<file path="src/rtl/aes_sub_bytes.sv">
// Registered AES-128 SubBytes stage: the FIPS-197 forward S-box is applied to each
// of the 16 state bytes, and the result is registered with one cycle of latency.

module aes_sbox (
    input  logic [7:0] din,
    output logic [7:0] dout
);

    // Forward S-box. Row n holds the outputs for the inputs n0..nf.
    localparam logic [7:0] SBOX [256] = '{
        8'h63, 8'h7c, 8'h77, 8'h7b, 8'hf2, 8'h6b, 8'h6f, 8'hc5, 8'h30, 8'h01, 8'h67, 8'h2b, 8'hfe, 8'hd7, 8'hab, 8'h76,
        8'hca, 8'h82, 8'hc9, 8'h7d, 8'hfa, 8'h59, 8'h47, 8'hf0, 8'had, 8'hd4, 8'ha2, 8'haf, 8'h9c, 8'ha4, 8'h72, 8'hc0,
        8'hb7, 8'hfd, 8'h93, 8'h26, 8'h36, 8'h3f, 8'hf7, 8'hcc, 8'h34, 8'ha5, 8'he5, 8'hf1, 8'h71, 8'hd8, 8'h31, 8'h15,
        8'h04, 8'hc7, 8'h23, 8'hc3, 8'h18, 8'h96, 8'h05, 8'h9a, 8'h07, 8'h12, 8'h80, 8'he2, 8'heb, 8'h27, 8'hb2, 8'h75,
        8'h09, 8'h83, 8'h2c, 8'h1a, 8'h1b, 8'h6e, 8'h5a, 8'ha0, 8'h52, 8'h3b, 8'hd6, 8'hb3, 8'h29, 8'he3, 8'h2f, 8'h84,
        8'h53, 8'hd1, 8'h00, 8'hed, 8'h20, 8'hfc, 8'hb1, 8'h5b, 8'h6a, 8'hcb, 8'hbe, 8'h39, 8'h4a, 8'h4c, 8'h58, 8'hcf,
        8'hd0, 8'hef, 8'haa, 8'hfb, 8'h43, 8'h4d, 8'h33, 8'h85, 8'h45, 8'hf9, 8'h02, 8'h7f, 8'h50, 8'h3c, 8'h9f, 8'ha8,
        8'h51, 8'ha3, 8'h40, 8'h8f, 8'h92, 8'h9d, 8'h38, 8'hf5, 8'hbc, 8'hb6, 8'hda, 8'h21, 8'h10, 8'hff, 8'hf3, 8'hd2,
        8'hcd, 8'h0c, 8'h13, 8'hec, 8'h5f, 8'h97, 8'h44, 8'h17, 8'hc4, 8'ha7, 8'h7e, 8'h3d, 8'h64, 8'h5d, 8'h19, 8'h73,
        8'h60, 8'h81, 8'h4f, 8'hdc, 8'h22, 8'h2a, 8'h90, 8'h88, 8'h46, 8'hee, 8'hb8, 8'h14, 8'hde, 8'h5e, 8'h0b, 8'hdb,
        8'he0, 8'h32, 8'h3a, 8'h0a, 8'h49, 8'h06, 8'h24, 8'h5c, 8'hc2, 8'hd3, 8'hac, 8'h62, 8'h91, 8'h95, 8'he4, 8'h79,
        8'he7, 8'hc8, 8'h37, 8'h6d, 8'h8d, 8'hd5, 8'h4e, 8'ha9, 8'h6c, 8'h56, 8'hf4, 8'hea, 8'h65, 8'h7a, 8'hae, 8'h08,
        8'hba, 8'h78, 8'h25, 8'h2e, 8'h1c, 8'ha6, 8'hb4, 8'hc6, 8'he8, 8'hdd, 8'h74, 8'h1f, 8'h4b, 8'hbd, 8'h8b, 8'h8a,
        8'h70, 8'h3e, 8'hb5, 8'h66, 8'h48, 8'h03, 8'hf6, 8'h0e, 8'h61, 8'h35, 8'h57, 8'hb9, 8'h86, 8'hc1, 8'h1d, 8'h9e,
        8'he1, 8'hf8, 8'h98, 8'h11, 8'h69, 8'hd9, 8'h8e, 8'h94, 8'h9b, 8'h1e, 8'h87, 8'he9, 8'hce, 8'h55, 8'h28, 8'hdf,
        8'h8c, 8'ha1, 8'h89, 8'h0d, 8'hbf, 8'he6, 8'h42, 8'h68, 8'h41, 8'h99, 8'h2d, 8'h0f, 8'hb0, 8'h54, 8'hbb, 8'h16
    };

    assign dout = SBOX[din];

endmodule

module aes_sub_bytes (
    input  logic         CLK,
    input  logic         RST_n,
    input  logic [127:0] Data_in,
    output logic [127:0] Data_out
);

    logic [127:0] sub_state;

    // Each byte lane stays in its own position, and no lane depends on another.
    for (genvar i = 0; i < 16; i++) begin : g_lane
        aes_sbox u_sbox (
            .din  (Data_in[8*i +: 8]),
            .dout (sub_state[8*i +: 8])
        );
    end

    // NOTE: The async clear is placed in the sensitivity list so the output drops as
    // soon as RST_n falls. The register loads with <= on every edge because there is no enable.
    always_ff @(posedge CLK or negedge RST_n) begin
        if (!RST_n) begin
            Data_out <= '0;
        end else begin
            Data_out <= sub_state;
        end
    end

endmodule

</file>
<file path="config.mk">
export PLATFORM = sky130hd
export DESIGN_NAME = aes_sub_bytes
export DESIGN_NICKNAME = d
export VERILOG_FILES = /design/src/rtl/aes_sub_bytes.sv
export SDC_FILE = /design/constraint.sdc
export NUM_CORES = 2
export LEC_CHECK = 0
export CORE_MARGIN = 5
export CORE_UTILIZATION = 60
export DETAILED_ROUTE_END_ITERATION = 8
export GPL_TIMING_DRIVEN = 1
export PLACE_DENSITY = 0.79
export SETUP_SLACK_MARGIN = 0.15
export SLEW_MARGIN = 10
export SYNTH_ARGS = -nofsm -noshare
export SYNTH_HDL_FRONTEND = slang
export SYNTH_SLANG_ARGS = --single-unit
</file>
<file path="constraint.sdc">
create_clock -name CLK -period 1.2 [get_ports CLK]
set_clock_uncertainty 0.1 [all_clocks]
set_input_delay 0.24 -clock CLK [delete_from_list [all_inputs] [get_ports CLK]]
set_output_delay 0.24 -clock CLK [all_outputs]
set_load 0.02 [all_outputs]
</file>
==> metrics.cfg, run 1 <==
[clock_tree]
cts_setup_buffers = 225
ctsResizeCount = 2352
cts-root-buf = clkbuf_16
ctsHoldBuffers = 1
numCtsBuffers = 17
htreeDepth = 4
clock_sinks = 128
clk_path_buf_depth = 2

[floorplanning]
die_w_um = 315
die_y_um = 315
io_pins = 258
start_util_pct = 60.3
rows = 112

[yosys]
synth.avg_cell_area_sq_um = 6.50
postSynthCellCount = 8615
yosys_most_used_dff = dfrtp_1
ys_warn_count = 0
synthArstFlopShare_pct = 100
syn_area_sq_um = 56000
yosys_register_bits = 128
synth_seq_area_share_pct = 5.72
synth_fp_nets = 8985
synth_cell_types = 98
synth-edff-count = 0

[placement]
post-dp-hpwl_mm = 252
gp_congestion = 1.30
place_area_sq_um = 81600
portBuffers = 257
dp_slack_ns = -1.91

[outcome]
status = did not finish
firstError = [ERROR DPL-0033] detailed placement checks failed during check placement.
stop_stage = clock tree synthesis

## cell usage after synthesis (31+ instances only)
cell       number  area share, %
nand2b_1      314            3.5
a21oi_1       725            6.5
o21ai_0       828            7.4
nor3_1        350            3.1
and2_1         89           0.99
a2111oi_0      43           0.67
o21a_1         55           0.74
a32oi_1        35           0.55
nor3b_1        45           0.60
o311a_1        67            1.2
o31ai_1        97            1.3
and3_1         63           0.70
clkbuf_1      598            4.0
nand3_1       327            2.9
mux4_2        147            5.9
a221oi_1       81            1.3
buf_4          39           0.52
or3_1          58           0.65
or2_2          79           0.88
nand3b_1       31           0.42
inv_1         125           0.84
nor2b_1       237            2.6
buf_1          99           0.66
mux2i_1        83            1.5
o311ai_0      177            2.8
o221ai_1       53           0.83
a31oi_1       200            2.2
ha_1          240            5.4
a311oi_1      183            2.9
a211oi_1      227            3.0
o22ai_1        81           0.91
o211ai_1      229            3.1
buf_2         352            3.1
dfrtp_1       128            5.7
a211o_1        63           0.99
a21o_1         56           0.75
a311o_1        51           0.91
o2111ai_1      52           0.81
nand2_1       691            4.6
nor2_1        667            4.5
## metrics by stage
stage	util, %	std cells	hold WS (ns)
3_3_place_gp	87.8	12000	0.0675
2_1_floorplan	-	8615	-0.156
3_5_place_dp	87.8	12000	0.0727
## cells by family after synthesis
kind of cell | synth area share (%)
xor gates and xnor gates | 0.313
and+or+nand+nor | 27.5
muxes | 7.98
adders and majority gates | 5.38
DFF | 5.72
AOI/OAI and AO/OA | 43.4
buffers and inverters | 9.67
==> run 2: changes to the inputs <==
--- a/config.mk
+++ b/config.mk
@@ -6,11 +6,10 @@
 export NUM_CORES = 2
 export LEC_CHECK = 0
 export CORE_MARGIN = 5
-export CORE_UTILIZATION = 60
+export CORE_UTILIZATION = 40
 export DETAILED_ROUTE_END_ITERATION = 8
 export GPL_TIMING_DRIVEN = 1
-export PLACE_DENSITY = 0.79
-export SETUP_SLACK_MARGIN = 0.15
+export PLACE_DENSITY_LB_ADDON = 0.15
 export SLEW_MARGIN = 10
 export SYNTH_ARGS = -nofsm -noshare
 export SYNTH_HDL_FRONTEND = slang
==> run 2 against run 1 <==
  * The flow now finishes, with violations (design-rule violations, negative setup slack)
  * Synthesized cell count is the same
  * Synthesized area is the same
==> metrics.cfg, run 2 <==
[placement]
gp_congestion = 1.09  ; was 1.30
portBuffers = 257  ; unchanged
place_inst = 13000  ; was 12000
post-dp-hpwl_mm = 261  ; was 252 mm

[cells_and_area]
syn_to_final_growth_pct = 75.1
regMostFlops = Data_out
fin_util_pct = 70.3
largest_reg_flops = 128
drive_above_1_share_pct = 49.8
layout_common_cells = buf_4 (3089), nand2_1 (616), a21oi_1 (591)
fill_cells = 11300
top_regs = Data_out: 128 flops
finalNetCount = 11800
final_common_cell = buf_4
stdcell_count = 13300

[worst_setup_path]
cp-end-kind = register
cp.required_ns = 1.61
critPathMaxFanout = 4
crit_arrival_ns = 2.28
critPathKind = in2reg
cp-start-kind = primary input

[yosys]
yosys_register_bits = 128  ; unchanged
synth.avg_cell_area_sq_um = 6.50  ; unchanged
synth_area_leaders = o21ai_0 (7.4%), a21oi_1 (6.5%), mux4_2 (5.9%), dfrtp_1 (5.7%), ha_1 (5.4%)  ; unchanged
post-synth-top-count-cell = o21ai_0  ; unchanged
synth_fp_nets = 8985  ; unchanged
synth_cell_types = 98  ; unchanged
syn_area_sq_um = 56000  ; unchanged
synthArstFlopShare_pct = 100  ; unchanged
synth_common_cells = o21ai_0 (828), a21oi_1 (725), nand2_1 (691), nor2_1 (667), clkbuf_1 (598)  ; unchanged
synth-edff-count = 0  ; unchanged
ys_warn_count = 0  ; unchanged
yosysTopAreaCellShare_pct = 7.40  ; unchanged
synth_top_cell_by_area = o21ai_0  ; unchanged
synth_seq_area_share_pct = 5.72  ; unchanged
postSynthCellCount = 8615  ; unchanged
yosys_most_used_dff = dfrtp_1  ; unchanged

[drt]
drt_iter0_drc = 14000
vias_per_cell = 6.85
antenna_left = 0
vias = 91100
detail_route.first_pass.iterations = 9
wl_mm = 355
remaining_drc_errors = 23
wl_per_cell_um = 26.7

[clock_tree]
clock_sinks = 128  ; unchanged
cts-root-buf = clkbuf_16  ; unchanged
numCtsBuffers = 17  ; unchanged
clk_pin_slew_worst_paths_ns = 0.07
cts_tree = built
htreeDepth = 4  ; unchanged
clk_path_buf_depth = 2  ; unchanged

[timing]
maxSlewHeadroom_pct = 52.4
finalCriticalPeriod_ns = 1.88
hold_viol = 0
worstMarginPinSlew_ns = 0.703
rsz0062_at_grt = yes
drv_slew = 0
postLayoutSetupSlackWorst_ns = -0.677
setup_viol = 256
timing.final.crit_share_pct = 156
max_freq_ghz = 0.533

[floorplanning]
die_area_sq_um = 148000
core-area_sq_um = 139000
rows = 137  ; was 112
start_util_pct = 40.2  ; was 60.3%
die_w_um = 384  ; was 315 um
io_pins = 258  ; unchanged
die_y_um = 384  ; was 315 um

[job]
cap_violations = 0

[power_and_ir_drop]
p_leak_nw = 41.0
vdd_drop_max_mv = 1.36
power_density_nw_per_um2 = 589

[global_routing]
grt_usage_pct = 44.7
grt_pass1_vias = 87300
overflow = 0
antenna_found_initial = 14
grt_start_max_net_pins = 54
grt_first_pass_wirelength_mm = 526

[outcome]
status = finished with violations  ; was did not finish
violations = design-rule violations, negative setup slack

[min_path]
hold_class = in2reg

==> run 2: cell families after synthesis <==
kind of cell | share of synthesized area, %
buffers and inverters | 9.67
multiplexers | 7.98
flip-flops | 5.72
XOR/XNOR | 0.313
adder cells (fa/ha/maj) | 5.38
AO/OA/AOI/OAI | 43.4
AND/OR/NAND/NOR | 27.5
==> run 2: cell type report <==
type                            count  area [sq um]  share of cell area [%]
Inverter                          163           927                   0.946
Clock buffer                       18           429                   0.438
Antenna cell                        6          15.0                  0.0153
Multi-Input combinational cell   7223         56800                    57.9
Tap cell                         1876          2350                    2.39
Clock inverter                     14           190                   0.194
Sequential cell                   128          3220                    3.28
Timing Repair Buffer             3864         34100                    34.8
==> run 2: path summary, 6_finish.rpt <==
kind                              start  depth (start not counted)                 endpoint  slack [ns]
worst max-delay path        Data_in[32]                         10   Data_out[32]$_DFF_PN0_       -0.68
worst min-delay path       Data_in[101]                          3  Data_out[100]$_DFF_PN0_        0.06
max in group asynchronous         RST_n                          3   Data_out[86]$_DFF_PN0_        0.35
min in group asynchronous         RST_n                          2   Data_out[49]$_DFF_PN0_        0.09
==> run 2: timing repair <==
action	CTS	global route
pin swaps	581	470
setup endpoints to repair	256	256
resized for setup	2322	768
buffers inserted	260	82
hold endpoints to repair	129	0
cloned	7	7
hold buffers	2	0
==> run 2: through the flow <==
step | setup slack, ns | hold slack [ns] | instance area, sq um | total power [mW] | TNS (ns)
floorplan | -1.21 | -0.156 | 60100 | 24.6 | -111.84
global placement | -2.00 | 0.115 | 85300 | 42.7 | -222.07
detailed placement | -1.99 | 0.121 | 85300 | 42.9 | -223.25
CTS | -0.699 | 0.0159 | 94400 | 54.0 | -98.82
global route | -0.744 | 0.0675 | 98000 | 59.6 | -104.14
finish | -0.677 | 0.0634 | 98000 | 57.8 | -98.10
==> run 2: metal layers <==
layer  GRT usage [%]  part of all wire (%)
met3            11.7                    13
met2            68.1                    42
met5               0                 0.018
met1            56.5                    36
met4            26.9                   7.8
==> run 2: worst max-delay path: stages <==
cell	delay, ns
buf_12	0.10
inv_12	0.04
ha_4	0.28
buf_12	0.14
mux4_2	0.49
a221oi_4	0.32
o31ai_2	0.12
o311a_1	0.17
nor3_4	0.23
buf_6	0.15
==> run 2: report_power, final <==
group | leakage (nW) | switching, mW | internal [mW]
Combinational | 39.2 | 24.2 | 21.3
Clock | 0.300 | 3.28 | 3.48
Sequential | 1.48 | 0.528 | 4.95
Note: power is estimated with default switching activity, not from simulation.
